$ cat config.mk
export PLATFORM = sky130hd
export DESIGN_NAME = uart_tx_arbiter_flat
export DESIGN_NICKNAME = d
export VERILOG_FILES = /design/src/rtl/uart_tx_arbiter_if.sv /design/src/rtl/uart_tx_arbiter.sv /design/src/flat_wrapper.sv
export SDC_FILE = /design/constraint.sdc
export NUM_CORES = 1
export LEC_CHECK = 0
export CORE_UTILIZATION = 44
export CTS_CLUSTER_SIZE = 30
export DETAILED_ROUTE_END_ITERATION = 12
export PLACE_DENSITY = 0.77
export SYNTH_ARGS = -nofsm -noshare
export SYNTH_HDL_FRONTEND = slang
export SYNTH_SLANG_ARGS = --single-unit
$ cat constraint.sdc
create_clock -name clk -period 2.02 [get_ports clk]
set_input_delay 0.404 -clock clk [delete_from_list [all_inputs] [get_ports clk]]
set_output_delay 0.404 -clock clk [all_outputs]
set_load 0.005 [all_outputs]
$ cat src/rtl/uart_tx_arbiter_if.sv
// rtl/uart_tx_arbiter_if.sv - requester and transmitter handshake bundle for uart_tx_arbiter
interface uart_tx_arbiter_if #(
    parameter int N_REQ = 4
);
    logic [N_REQ-1:0]   req;
    logic [8*N_REQ-1:0] req_data;
    logic [N_REQ-1:0]   ack;
    logic               err;
    logic               busy;
    logic [2:0]         grant_id;
    logic               uart_tx_write;
    logic [7:0]         uart_tx_data;
    logic               uart_tx_finished;

    modport master (
        input  req, req_data, uart_tx_finished,
        output ack, err, busy, grant_id, uart_tx_write, uart_tx_data
    );

    modport slave (
        output req, req_data, uart_tx_finished,
        input  ack, err, busy, grant_id, uart_tx_write, uart_tx_data
    );
endinterface

$ cat src/rtl/uart_tx_arbiter.sv
// rtl/uart_tx_arbiter.sv - round-robin arbiter sharing one UART transmitter among N_REQ byte sources
module uart_tx_arbiter #(
    parameter int N_REQ          = 4,
    parameter int TIMEOUT_CYCLES = 1023,
    parameter int TO_WIDTH       = 10
) (
    input  logic           clk,
    input  logic           reset,
    uart_tx_arbiter_if.master bus
);
    typedef enum logic [1:0] {IDLE, START, WAIT, DONE} state_t;

    state_t              state_q, state_d;
    logic [2:0]          last_q, last_d;
    logic [2:0]          grant_q, grant_d;
    logic [7:0]          data_q, data_d;
    logic                write_q, write_d;
    logic                err_q, err_d;
    logic                busy_q, busy_d;
    logic [N_REQ-1:0]    ack_q, ack_d;
    logic [TO_WIDTH-1:0] cnt_q, cnt_d;

    logic       hi_found, lo_found, found;
    logic [2:0] hi_pick, lo_pick, pick;
    logic [7:0] hi_data, lo_data, pick_data;

    // Two descending scans so the lowest index wins: first above last, then wrapping to 0..last.
    always_comb begin
        hi_found = 1'b0;
        hi_pick  = '0;
        hi_data  = '0;
        lo_found = 1'b0;
        lo_pick  = '0;
        lo_data  = '0;
        for (int j = N_REQ - 1; j >= 0; j--) begin
            if (bus.req[j]) begin
                if (3'(j) > last_q) begin
                    hi_found = 1'b1;
                    hi_pick  = 3'(j);
                    hi_data  = bus.req_data[8*j +: 8];
                end else begin
                    lo_found = 1'b1;
                    lo_pick  = 3'(j);
                    lo_data  = bus.req_data[8*j +: 8];
                end
            end
        end
        found     = hi_found | lo_found;
        pick      = hi_found ? hi_pick : lo_pick;
        pick_data = hi_found ? hi_data : lo_data;
    end

    always_comb begin
        state_d = state_q;
        last_d  = last_q;
        grant_d = grant_q;
        data_d  = data_q;
        cnt_d   = cnt_q;
        write_d = 1'b0;
        ack_d   = '0;
        err_d   = 1'b0;
        case (state_q)
            IDLE: begin
                if (found) begin
                    state_d = START;
                    grant_d = pick;
                    data_d  = pick_data;
                    write_d = 1'b1;
                end
            end
            START: begin
                state_d = WAIT;
                cnt_d   = TO_WIDTH'(TIMEOUT_CYCLES);
            end
            WAIT: begin
                // A finish arriving on the same cycle as expiry still counts as success.
                if (bus.uart_tx_finished) begin
                    state_d = DONE;
                    ack_d   = N_REQ'(1) << grant_q;
                end else if (cnt_q == '0) begin
                    state_d = DONE;
                    ack_d   = N_REQ'(1) << grant_q;
                    err_d   = 1'b1;
                end else begin
                    cnt_d = cnt_q - 1'b1;
                end
            end
            DONE: begin
                state_d = IDLE;
                last_d  = grant_q;
            end
            default: state_d = IDLE;
        endcase
        busy_d = (state_d != IDLE);
    end

    // Registers follow the transmitter, which updates on the falling edge.
    always_ff @(negedge clk or posedge reset) begin
        if (reset) begin
            state_q <= IDLE;
            last_q  <= 3'(N_REQ - 1);
            grant_q <= '0;
            data_q  <= '0;
            cnt_q   <= '0;
            write_q <= 1'b0;
            ack_q   <= '0;
            err_q   <= 1'b0;
            busy_q  <= 1'b0;
        end else begin
            state_q <= state_d;
            last_q  <= last_d;
            grant_q <= grant_d;
            data_q  <= data_d;
            cnt_q   <= cnt_d;
            write_q <= write_d;
            ack_q   <= ack_d;
            err_q   <= err_d;
            busy_q  <= busy_d;
        end
    end

    assign bus.ack           = ack_q;
    assign bus.err           = err_q;
    assign bus.busy          = busy_q;
    assign bus.grant_id      = grant_q;
    assign bus.uart_tx_write = write_q;
    assign bus.uart_tx_data  = data_q;
endmodule

$ cat src/flat_wrapper.sv
// flat-port wrapper written by rule: the top's interface ports become plain ports
module uart_tx_arbiter_flat 
#(
    parameter int N_REQ          = 4,
    parameter int TIMEOUT_CYCLES = 1023,
    parameter int TO_WIDTH       = 10
)
  (clk, reset, bus_req, bus_req_data, bus_uart_tx_finished, bus_ack, bus_err, bus_busy, bus_grant_id, bus_uart_tx_write, bus_uart_tx_data);
  uart_tx_arbiter_if #(.N_REQ(N_REQ)) bus_i ();
  input  logic clk;
  input  logic reset;
  input wire logic [$bits(bus_i.req)-1:0] bus_req;
  input wire logic [$bits(bus_i.req_data)-1:0] bus_req_data;
  input wire logic [$bits(bus_i.uart_tx_finished)-1:0] bus_uart_tx_finished;
  output wire logic [$bits(bus_i.ack)-1:0] bus_ack;
  output wire logic [$bits(bus_i.err)-1:0] bus_err;
  output wire logic [$bits(bus_i.busy)-1:0] bus_busy;
  output wire logic [$bits(bus_i.grant_id)-1:0] bus_grant_id;
  output wire logic [$bits(bus_i.uart_tx_write)-1:0] bus_uart_tx_write;
  output wire logic [$bits(bus_i.uart_tx_data)-1:0] bus_uart_tx_data;
  assign bus_i.req = bus_req;
  assign bus_i.req_data = bus_req_data;
  assign bus_i.uart_tx_finished = bus_uart_tx_finished;
  assign bus_ack = bus_i.ack;
  assign bus_err = bus_i.err;
  assign bus_busy = bus_i.busy;
  assign bus_grant_id = bus_i.grant_id;
  assign bus_uart_tx_write = bus_i.uart_tx_write;
  assign bus_uart_tx_data = bus_i.uart_tx_data;
  uart_tx_arbiter #(.N_REQ(N_REQ), .TIMEOUT_CYCLES(TIMEOUT_CYCLES), .TO_WIDTH(TO_WIDTH)) u_core (.clk(clk), .reset(reset), .bus(bus_i));
endmodule
* Word level (Yosys, flattened, before mapping)
Index checks and enable logic that the tools add are counted.
Widths: inputs -> output; s select.
** Storage, ports and cells
- Register bits :: 33
- Logic and storage cells :: 92
** Operators by class
- Bitwise logic cells :: 1
- Add/sub/neg operators :: 1
- Reduce and logical (&&, ||, !) cells :: 6
- Mux-type cells :: 65
- Eq/ne operators :: 5
- Order comparisons :: 4
- Shifts and indexed selects :: 1
** Operator list (count)
- $mux 8 :: 17
- $mux 3 :: 15
- $mux 1 :: 21
- $mux 10 :: 2
- $pmux 10 s2 :: 1
- $mux 4 :: 3
- $logic_not 10->1 :: 1
- $mux 2 :: 5
- $sub 10x1->10 const B :: 1
- $pmux 2 s4 :: 1
- $gt 1x3->1 const A :: 2
- $gt 2x3->1 const A :: 2
- $eq 2x2->1 const B :: 2
- $ne 2x2->1 const B :: 2
- $reduce_bool 2->1 :: 2
- $shl 1x3->4 const A :: 1
- $reduce_and 3->1 :: 1
- $eq 2x1->1 const B :: 1
- $logic_not 2->1 :: 1
- $reduce_and 2->1 :: 1
- $or 1x1->1 :: 1

* Longest topological paths before layout
- Word-level depth :: 13
- Mapped depth :: 6

==> metrics.txt <==
# TYPE chip_impl_metric gauge
chip_impl_info{name="status",value="finished, violations left"} 1
chip_impl_info{name="violations_in_the_final_reports",value="setup timing"} 1
chip_impl_metric{name="synthArstFlopShare",unit="%"} 100.0
chip_impl_metric{name="power.switching",unit="µW"} 1609
chip_impl_metric{name="yosys-mux-area-fraction",unit="%"} 2.002
chip_impl_metric{name="synth_area_per_cell",unit="µm²"} 8.498
chip_impl_metric{name="final_layout_size_suffix_gt1_share",unit="%"} 34.77
chip_impl_info{name="clock_tree.root_cell",value="sky130_fd_sc_hd__clkbuf_8"} 1
chip_impl_metric{name="synth_adder_area_share",unit="%"} 3.534
chip_impl_metric{name="synth_area",unit="mm²"} 0.002125
chip_impl_info{name="worst_hold_path_type",value="reg2reg"} 1
chip_impl_metric{name="cts-hold-fix-buffers",unit=""} 0
chip_impl_metric{name="std_cell_rows",unit=""} 24
chip_impl_metric{name="die-height",unit="µm"} 71.49
chip_impl_metric{name="combinationalPowerShare",unit="%"} 59.2
chip_impl_metric{name="antenna_found_initial",unit=""} 0
chip_impl_metric{name="routed_wl",unit="µm"} 7129
chip_impl_metric{name="clk-insertion-delay-late",unit="ns"} 0.33
chip_impl_metric{name="remaining_drc_errors",unit=""} 0
chip_impl_metric{name="yosys.cell_types.count",unit=""} 44
chip_impl_metric{name="synth.yosys.seq_area_share",unit="%"} 36.63
chip_impl_metric{name="nNetsFinal",unit=""} 392
chip_impl_metric{name="clk_path_buf_depth",unit=""} 2
chip_impl_metric{name="cts_max_level",unit=""} 2
chip_impl_metric{name="cp_max_fo",unit=""} 3
chip_impl_metric{name="yosys_warnings",unit=""} 0
chip_impl_info{name="unrepaired_setup_endpoints_after_global_routing",value="true"} 1
chip_impl_metric{name="synth_edf_count",unit=""} 0
chip_impl_info{name="worst_setup_path_end_kind",value="register"} 1
chip_impl_metric{name="clock-sinks",unit=""} 31
chip_impl_metric{name="number_of_cts_inserted_buffers",unit=""} 5
chip_impl_metric{name="design_power_total",unit="µW"} 4036
chip_impl_metric{name="cellPowerDensity",unit="mW/mm²"} 1173
chip_impl_info{name="cts_tree",value="yes"} 1
chip_impl_info{name="worst_setup_path_start_kind",value="input port"} 1
chip_impl_metric{name="power.clock.fraction",unit="%"} 15.1
chip_impl_metric{name="insertedDiodeCount",unit=""} 0
chip_impl_metric{name="area_growth_syn_to_layout",unit="%"} 62.01
chip_impl_metric{name="worst_vdd_rail_ir_drop",unit="mV"} 0.9366
chip_impl_metric{name="grt_max_degree",unit=""} 26
chip_impl_metric{name="cp.required",unit="ns"} 1.13
chip_impl_metric{name="synth_simple_gate_area_share",unit="%"} 30.21
chip_impl_metric{name="xor_xnor_share_of_the_synthesized_area",unit="%"} 0
chip_impl_metric{name="place_area",unit="mm²"} 0.003064
chip_impl_metric{name="synth-seq-cells",unit=""} 31
chip_impl_metric{name="post-dp-hpwl",unit="µm"} 4553
chip_impl_metric{name="grt_remaining_overflow",unit=""} 0
chip_impl_metric{name="drt_iter0_markers",unit=""} 225
chip_impl_info{name="synthFlopType",value="sky130_fd_sc_hd__dfrtn_1"} 1
chip_impl_metric{name="die_area",unit="mm²"} 0.005110
chip_impl_metric{name="internal_power",unit="µW"} 2427
chip_impl_metric{name="grt_pass1_wl",unit="µm"} 11330
chip_impl_metric{name="final.setup.tns",unit="ns"} -10.56
chip_impl_metric{name="p_sw_share",unit="%"} 39.87
chip_impl_metric{name="numPortBuffers",unit=""} 55
chip_impl_metric{name="vias",unit=""} 2438
chip_impl_metric{name="proportion_of_power_drawn_by_flip_flops_and_latches",unit="%"} 25.8
chip_impl_metric{name="ioPinCount",unit=""} 57
chip_impl_metric{name="vias_in_the_first_global_route",unit=""} 2451
chip_impl_metric{name="worst_clock_skew",unit="ns"} 0.04732
chip_impl_metric{name="globalRouteTotalUtil",unit="%"} 28.06
chip_impl_metric{name="finalNonFillerCells",unit=""} 400
chip_impl_metric{name="worst-r2r-setup-slack",unit="ns"} -0.05
chip_impl_metric{name="p_leak",unit="µW"} 0.001507
chip_impl_metric{name="finalInstanceArea",unit="mm²"} 0.003442
chip_impl_metric{name="final_max_slew_viol_count",unit=""} 0
chip_impl_info{name="critical_path_class",value="in2reg"} 1
chip_impl_metric{name="timing_hold_violations_final",unit=""} 0
chip_impl_metric{name="synth_fp_nets",unit=""} 295
chip_impl_metric{name="finalSetupViolations",unit=""} 38
chip_impl_metric{name="die-width",unit="µm"} 71.49
chip_impl_metric{name="detail_route.vias_per_cell",unit=""} 6.095
chip_impl_metric{name="cts.clk_slew.worst_paths",unit="ns"} 0.05
chip_impl_info{name="synth_top_family_by_area",value="simple AND/OR/NAND/NOR gates"} 1
chip_impl_metric{name="post_synth_inst_count",unit=""} 250
chip_impl_metric{name="placeableCoreArea",unit="mm²"} 0.004504
chip_impl_metric{name="dp.cells",unit=""} 377
chip_impl_metric{name="synth_compound_area_share",unit="%"} 22.32
chip_impl_metric{name="postRouteAntennaNets",unit=""} 0
chip_impl_metric{name="fin_util",unit="%"} 76.42
chip_impl_info{name="layout_commonest_cell",value="sky130_fd_sc_hd__buf_4"} 1
chip_impl_metric{name="minimum_setup_slack_in_the_final_design",unit="ns"} -0.7001
chip_impl_info{name="mostFrequentLayoutCells",value="sky130_fd_sc_hd__buf_4, sky130_fd_sc_hd__dfrtn_1, sky130_fd_sc_hd__clkdlybuf4s50_1, sky130_fd_sc_hd__a21oi_1, sky130_fd_sc_hd__buf_2"} 1
chip_impl_metric{name="cp_data_arrival_time",unit="ns"} 1.83
chip_impl_metric{name="first_pass_iters",unit=""} 5
chip_impl_metric{name="maxCapViolations",unit=""} 0
chip_impl_metric{name="average_wire_per_cell_in_the_routed_design",unit="µm"} 17.82
chip_impl_metric{name="finalWeightedCongestion",unit=""} 0.8673
chip_impl_metric{name="starting_density_of_the_core",unit="%"} 47.17
-- cell type report --
type                    count  area, µm²
flip-flops and latches     31      778.2
well taps                  52      65.06
clock inverters             5      45.04
fillers                   295       1062
clock buffers               5      68.82
repair inverters            1      16.27
multi-input cells         191       1489
repair buffers            105      929.6
inverters                  10      50.05
-- stage by stage --
stage,hold WS (ns),worst slack (ns)
2_1_floorplan,0.3989,-0.8069
3_3_place_gp,0.4398,-1.256
3_5_place_dp,0.4450,-1.288
4_1_cts,0.4456,-0.7776
5_1_grt,0.4978,-0.7068
6_report,0.4460,-0.7001
-- cell usage after synthesis, types with 6 or more instances --
cell | count | area (µm²)
sky130_fd_sc_hd__a211o_1 | 9 | 78.83
sky130_fd_sc_hd__a41oi_1 | 8 | 70.07
sky130_fd_sc_hd__o21ai_0 | 14 | 70.07
sky130_fd_sc_hd__clkbuf_1 | 13 | 48.80
sky130_fd_sc_hd__nand3b_1 | 10 | 75.07
sky130_fd_sc_hd__nand2_1 | 12 | 45.04
sky130_fd_sc_hd__nor2_1 | 15 | 56.30
sky130_fd_sc_hd__nand4_1 | 16 | 100.1
sky130_fd_sc_hd__dfrtn_1 | 29 | 725.7
sky130_fd_sc_hd__and3_1 | 10 | 62.56
sky130_fd_sc_hd__a21oi_1 | 22 | 110.1
sky130_fd_sc_hd__inv_1 | 10 | 37.54
sky130_fd_sc_hd__nand2b_1 | 12 | 75.07
sky130_fd_sc_hd__and2_1 | 9 | 56.30
sky130_fd_sc_hd__ha_1 | 6 | 75.07
-- cells by family (layout without fill, tap and decap cells) --
group	after synthesis	count (layout)
and+or+nand+nor	107	107
AOI/OAI and AO/OA	73	73
DFF	31	31
buffers and inverters	28	126
adders and majority gates	6	6
muxes	4	4
other	1	1
-- worst paths after layout --
check / cells past startpoint / endpoint / startpoint
worst max-delay path: 6 / u_core.cnt_q[9] / bus_uart_tx_finished
worst min-delay path: 1 / u_core.cnt_q[0] / u_core.cnt_q[0]
worst max register to register: 7 / u_core.cnt_q[9] / u_core.state_q[0]
worst min register to register: 1 / u_core.cnt_q[0] / u_core.cnt_q[0]
max in group asynchronous: 4 / u_core.state_q[1] / reset
min in group asynchronous: 3 / u_core.cnt_q[8] / reset
-- power groups by stage --
stage	clock [µW]	sequential, µW	combinational [µW]
floorplan	9.30	1000	1030
global placement	9.30	1030	1860
detailed placement	9.30	1040	1910
CTS	617	1040	2260
global route	654	1060	2560
finish	608	1040	2390
-- critical path: stages --
cell and delay [ns]:
sky130_fd_sc_hd__buf_6 0.09, sky130_fd_sc_hd__or4b_4 0.51, sky130_fd_sc_hd__or3b_4 0.39, sky130_fd_sc_hd__buf_6 0.13
sky130_fd_sc_hd__o31ai_2 0.18, sky130_fd_sc_hd__o211ai_1 0.12
-- timing repair --
item,4_1_cts,5_1_grt
gates resized for setup,149,9
buffers inserted,12,5
setup endpoints to repair,44,44
pin swaps,32,10
cloned,1,0
-- routing by layer --
metal | up-vias | routed length, µm | global-route usage, %
li1 | 1119 | - | -
met1 | 1170 | 2930 | 35.55
met2 | 132 | 3593 | 50.16
met3 | 17 | 479 | 5.485
met4 | 0 | 125 | 5.447
met5 | - | 0 | 0
-- sequential cells by signal, summed over array words and instances (netlist names) --
register                  flops
u_core.state_q                2
u_core.bus.err                1
u_core.cnt_q                 10
u_core.bus.busy               1
u_core.bus.ack                4
u_core.bus.uart_tx_write      1
u_core.bus.uart_tx_data       8
u_core.last_q                 2
u_core.bus.grant_id           2
Note: power is estimated with default switching activity, not from simulation.
